## config.mk

```make
export PLATFORM = sky130hd
export DESIGN_NAME = fetch_unit
export DESIGN_NICKNAME = d
export VERILOG_FILES = /design/src/rtl/fetch_unit_pkg.sv /design/src/rtl/fetch_watchdog.sv /design/src/rtl/fetch_unit.sv
export SDC_FILE = /design/constraint.sdc
export NUM_CORES = 1
export LEC_CHECK = 0
export ABC_AREA = 1
export CAP_MARGIN = 20
export CORE_ASPECT_RATIO = 1.25
export CORE_MARGIN = 1
export CORE_UTILIZATION = 51
export DETAILED_ROUTE_END_ITERATION = 8
export HOLD_SLACK_MARGIN = 0.06
export PLACE_DENSITY = 0.95
export REMOVE_ABC_BUFFERS = 1
export SLEW_MARGIN = 20
export SYNTH_ARGS = -nofsm -noshare
export SYNTH_HDL_FRONTEND = slang
export SYNTH_SLANG_ARGS = --single-unit
export TNS_END_PERCENT = 20
```

## constraint.sdc

```tcl
create_clock -name clk -period 3.7 [get_ports clk]
set_clock_uncertainty 0.05 [all_clocks]
set_input_delay 0.74 -clock clk [delete_from_list [all_inputs] [get_ports clk]]
set_output_delay 0.74 -clock clk [all_outputs]
set_load 0.02 [all_outputs]
```

## src/rtl/fetch_unit_pkg.sv

```systemverilog
// Shared definitions for the instruction fetch unit: FSM state encoding,
// default halt word / watchdog limit, and a saturating counter helper.
package fetch_unit_pkg;

    // Legacy-compatible state encodings; the enum below is built on them.
    localparam logic [2:0] ST_IDLE     = 3'd0;
    localparam logic [2:0] ST_FETCH    = 3'd1;
    localparam logic [2:0] ST_WAIT_MEM = 3'd2;
    localparam logic [2:0] ST_ISSUE    = 3'd3;
    localparam logic [2:0] ST_EXEC     = 3'd4;
    localparam logic [2:0] ST_HALT     = 3'd5;
    localparam logic [2:0] ST_ERROR    = 3'd6;

    typedef enum logic [2:0] {
        S_IDLE     = ST_IDLE,
        S_FETCH    = ST_FETCH,
        S_WAIT_MEM = ST_WAIT_MEM,
        S_ISSUE    = ST_ISSUE,
        S_EXEC     = ST_EXEC,
        S_HALT     = ST_HALT,
        S_ERROR    = ST_ERROR
    } fetch_state_e;

    localparam logic [15:0] DEFAULT_HALT_INSTR = 16'hFFFF;
    localparam int          DEFAULT_TIMEOUT    = 255;

    // 16-bit increment that sticks at all-ones instead of wrapping.
    function automatic logic [15:0] sat_inc16(input logic [15:0] value);
        return (value == 16'hFFFF) ? value : value + 16'd1;
    endfunction

endpackage

```

## src/rtl/fetch_watchdog.sv

```systemverilog
// Loadable saturating up-counter. terminal is high while the count sits at
// LIMIT; the counter then stops advancing until it is reloaded.
module fetch_watchdog #(
    parameter int WIDTH = 8,
    parameter int LIMIT = 254
) (
    input  logic             clk,
    input  logic             reset,
    input  logic             load,
    input  logic [WIDTH-1:0] load_value,
    input  logic             enable,
    output logic             terminal
);

    localparam logic [WIDTH-1:0] LIMIT_V = WIDTH'(LIMIT);

    logic [WIDTH-1:0] count_reg;

    // Load has priority over counting; counting stops at LIMIT.
    always_ff @(posedge clk or negedge reset) begin
        if (!reset) begin
            count_reg <= '0;
        end else if (load) begin
            count_reg <= load_value;
        end else if (enable && (count_reg != LIMIT_V)) begin
            count_reg <= count_reg + WIDTH'(1);
        end
    end

    assign terminal = (count_reg == LIMIT_V);

endmodule

```

## src/rtl/fetch_unit.sv

```systemverilog
// Instruction fetch/issue sequencer for the bitty core: reads a word from
// instruction memory, issues it with a one-cycle run pulse, waits for done,
// and stops on the halt word or when the execution watchdog expires.
module fetch_unit
    import fetch_unit_pkg::*;
#(
    parameter int          ADDR_W     = 8,
    parameter logic [15:0] HALT_INSTR = DEFAULT_HALT_INSTR,
    parameter int          TIMEOUT    = DEFAULT_TIMEOUT
) (
    input  logic              clk,
    input  logic              reset,
    input  logic              start,
    output logic [ADDR_W-1:0] imem_addr,
    output logic              imem_rd_en,
    input  logic [15:0]       imem_rdata,
    output logic [15:0]       d_instr,
    output logic              run,
    input  logic              done,
    input  logic [15:0]       d_out,
    output logic [15:0]       last_result,
    output logic [ADDR_W-1:0] pc,
    output logic [15:0]       instr_count,
    output logic              halted,
    output logic              timeout_err
);

    // The watchdog only has to reach TIMEOUT-1 (the TIMEOUT-th idle cycle).
    localparam int WD_W = (TIMEOUT < 2) ? 1 : $clog2(TIMEOUT);

    fetch_state_e      state_reg;
    logic [ADDR_W-1:0] pc_reg;
    logic [15:0]       d_instr_reg;
    logic [15:0]       last_result_reg;
    logic [15:0]       instr_count_reg;

    logic wd_load;
    logic wd_enable;
    logic wd_terminal;

    assign wd_load   = (state_reg == S_ISSUE);
    assign wd_enable = (state_reg == S_EXEC) && !done;

    fetch_watchdog #(
        .WIDTH (WD_W),
        .LIMIT (TIMEOUT - 1)
    ) u_watchdog (
        .clk        (clk),
        .reset      (reset),
        .load       (wd_load),
        .load_value ('0),
        .enable     (wd_enable),
        .terminal   (wd_terminal)
    );

    // Main sequencer: state, program counter, instruction and result registers.
    always_ff @(posedge clk or negedge reset) begin
        if (!reset) begin
            state_reg       <= S_IDLE;
            pc_reg          <= '0;
            d_instr_reg     <= 16'h0000;
            last_result_reg <= 16'h0000;
            instr_count_reg <= 16'h0000;
        end else begin
            case (state_reg)
                // HALT and ERROR freeze everything but restart exactly like IDLE.
                S_IDLE, S_HALT, S_ERROR: begin
                    if (start) begin
                        pc_reg          <= '0;
                        instr_count_reg <= 16'h0000;
                        state_reg       <= S_FETCH;
                    end
                end
                S_FETCH: begin
                    state_reg <= S_WAIT_MEM;
                end
                S_WAIT_MEM: begin
                    // The halt word is never latched or issued.
                    if (imem_rdata == HALT_INSTR) begin
                        state_reg <= S_HALT;
                    end else begin
                        d_instr_reg <= imem_rdata;
                        state_reg   <= S_ISSUE;
                    end
                end
                S_ISSUE: begin
                    state_reg <= S_EXEC;
                end
                S_EXEC: begin
                    // done wins over a watchdog expiry in the same cycle.
                    if (done) begin
                        last_result_reg <= d_out;
                        instr_count_reg <= sat_inc16(instr_count_reg);
                        pc_reg          <= pc_reg + ADDR_W'(1);
                        state_reg       <= S_FETCH;
                    end else if (wd_terminal) begin
                        state_reg <= S_ERROR;
                    end
                end
                default: begin
                    state_reg <= S_IDLE;
                end
            endcase
        end
    end

    assign imem_addr   = pc_reg;
    assign imem_rd_en  = (state_reg == S_FETCH);
    assign run         = (state_reg == S_ISSUE);
    assign d_instr     = d_instr_reg;
    assign last_result = last_result_reg;
    assign pc          = pc_reg;
    assign instr_count = instr_count_reg;
    assign halted      = (state_reg == S_HALT);
    assign timeout_err = (state_reg == S_ERROR);

endmodule

```

==> impl_metrics.tcl <==
set metrics [dict create \
    outcome "finished clean" \
    worst_pin_slew_ns 0.701 \
    crit_top_cell "inv_1" \
    synth_top_cell_area_share_pct 48.3 \
    layout-drive-gt1-share_pct 6.09 \
    drt_first_iter_violations 209 \
    ys_seq_area_share_pct 48.3 \
    antenna_cells 0 \
    maxCapViolCount 0 \
    synth-simple-area-share_pct 35.0 \
    critPathCaptureType "output port" \
    numClockSinks 67 \
    final_cell_area_um2 4710 \
    cts_tree "yes" \
    antenna_found_initial 0 \
    start_util_pct 52.9 \
    wl_per_cell_um 13.1 \
    syn_area_um2 3470 \
    ios 104 \
    required_ns 2.91 \
    cts-resized-gates 0 \
    rsz0062_at_grt "no" \
    clk_pin_slew_ns 0.07 \
    crit_chain "inv_1, nand3_1, inv_1, clkdlybuf4s50_1" \
    synth_area_leader_cell "dfrtp_1" \
    grt_max_degree 33 \
    grt_overflow 0 \
    avgSynthCellArea_um2 7.64 \
    firstDrtPassIters 6 \
    nNetsFinal 593 \
    muxShareOfSynthArea_pct 0 \
    fin_hold_ws_ns 0.370 \
    viasPerCell 5.31 \
    layout_min_cycle_time_ns 2.80 \
    die_w_um 75.8 \
    num_rows 33 \
    grt_pass1_wl_um 14300 \
    vias 3428 \
    first_global_vias 3238 \
    synth_warnings 0 \
    cts_hold_buffers 0 \
    ys_seq_elements 67 \
    dpl.hpwl_um 6260 \
    numPortBuffers 103 \
    finalHoldViolations 0 \
    placed_cell_area_um2 4500 \
    path_buf_inv 3 \
    clockBufferDepth 2 \
    area_delta_synth_final_pct 35.5 \
    die_area_um2 7150 \
    core_um2 6570 \
    period_share_pct 75.6 \
    cts_root_buffer "clkbuf_8" \
    dp_cells 629 \
    synth_compound_area_share_pct 6.19 \
    cts_setup_buffers 0 \
    clock_latency_ns 0.34 \
    fmax_ghz 0.357 \
    die_h_um 94.3 \
    critPathLaunchType "flop" \
    gp_congestion 0.859 \
    numCtsBuffers 9 \
    htreeDepth 3 \
    cellPowerDensity_nw_per_um2 648 \
    synthDistinctLibCells 28 \
    setup_viol 0 \
    cp_max_fo 8 \
    final_antenna_net_count 0 \
    power.leakage_nw 2.18 \
    netlist_top_cells_area "dfrtp_1 (48%), nand2_1 (19%), nand3_1 (7.8%)" \
    worst_ep_arrival_time_ns 2.01 \
    worstSetupPathType "reg -> out" \
    fin_util_pct 71.7 \
    synthAdderAreaFrac_pct 1.44 \
    critPathMaxStageDelay_ns 0.63 \
    critical_path.top_delay_family "buffers and inverters" \
    synth_xor_area_share_pct 1.26 \
    slowest_stage "clkdlybuf4s50_1" \
    drcViolationCount 0 \
    synthCells 455 \
    layoutNonFillerInstCount 645 \
    tns_ns 0 \
    drv_slew 0 \
    drt_wl_total_um 8460 \
    hp-class "in -> async" \
    ir_drop_mv 0.541 \
    grt_usage_pct 26.4 \
    synth_top_family_by_area "simple AND/OR/NAND/NOR gates" \
    max-slew-margin-rel_pct 53.1 \
]
==> worst register-to-register path, delay by kind of cell (launching register included) <==
family | cells | cell delay, ns
DFF | 1 | 0.49
and+or+nand+nor | 4 | 1.44
==> cell families (layout without fill, tap and decap cells) <==
kind of cell             Yosys count  in the layout
adder cells (fa/ha/maj)            4              4
flip-flops                        67             67
XOR/XNOR                           5              5
buffers and inverters             57            160
AND/OR/NAND/NOR                  281            281
AO/OA/AOI/OAI                     41             41
==> power breakdown <==
group	internal [mW]	leakage, nW	switching, mW	total [mW]
clock network	0.378	0.103	0.273	0.651
registers	0.937	0.886	0.161	1.10
logic	0.523	1.19	0.778	1.30
==> layout make-up <==
| cell class | count | area, um^2 |
|---|---|---|
| flip-flops and latches | 67 | 1680 |
| repair buffers | 105 | 1040 |
| inverters | 39 | 146 |
| clock buffers | 11 | 131 |
| fillers | 465 | 1860 |
| multi-input cells | 331 | 1530 |
| clock inverters | 5 | 77.6 |
| well taps | 87 | 109 |
==> routing by layer <==
metal  track usage [%]  vias to the layer above  share of wire [%]
li1                  -                     1648                  -
met1              31.6                     1596                 39
met2              43.8                      154                 52
met3              5.15                       30                6.4
met4              13.9                        0                2.8
met5                 0                        -                  0
==> cells in the final DEF (no fill, tap or decap), drive strengths merged <==
master,count
a21oi,3
and3,1
buf,3
bufinv,2
clkbuf,11
clkdlybuf4s50,102
clkinv,2
clkinvlp,1
dfrtp,67
ha,4
inv,39
nand2,179
nand3,56
nand4,8
nor2,28
nor3,6
nor3b,2
o21ai,34
o21bai,4
or2,1
xnor2,1
xor2,4
==> cells in the mapped netlist, drive strengths merged <==
library cell    n
a21oi           3
and3            1
buf            15
clkbuf          3
dfrtp          67
ha              4
inv            39
nand2         179
nand3          56
nand4           8
nor2           28
nor3            6
nor3b           2
o21ai          34
o21bai          4
or2             1
xnor2           1
xor2            4
==> through the flow <==
step,total power [mW],worst slack (ns)
final,3.05,0.901
after CTS,3.06,0.887
after floorplan,1.81,1.74
after global routing,3.25,0.796
after detailed placement,2.40,0.869
after global placement,2.35,0.963
==> final timing paths <==
check                             start                       to  slack, ns  cells after the start
hold reg to reg             d_instr[12]              d_instr[12]       0.43                      2
min in group clk            d_instr[12]              d_instr[12]       0.43                      2
hold / removal                    reset          instr_count[10]       0.37                      1
setup reg to reg           state_reg[2]               d_instr[4]       1.61                      4
setup / recovery           state_reg[2]                      run       0.90                      4
max in group asynchronous         reset  u_watchdog.count_reg[0]       2.50                      2
Power figures use the tool's default switching activity.
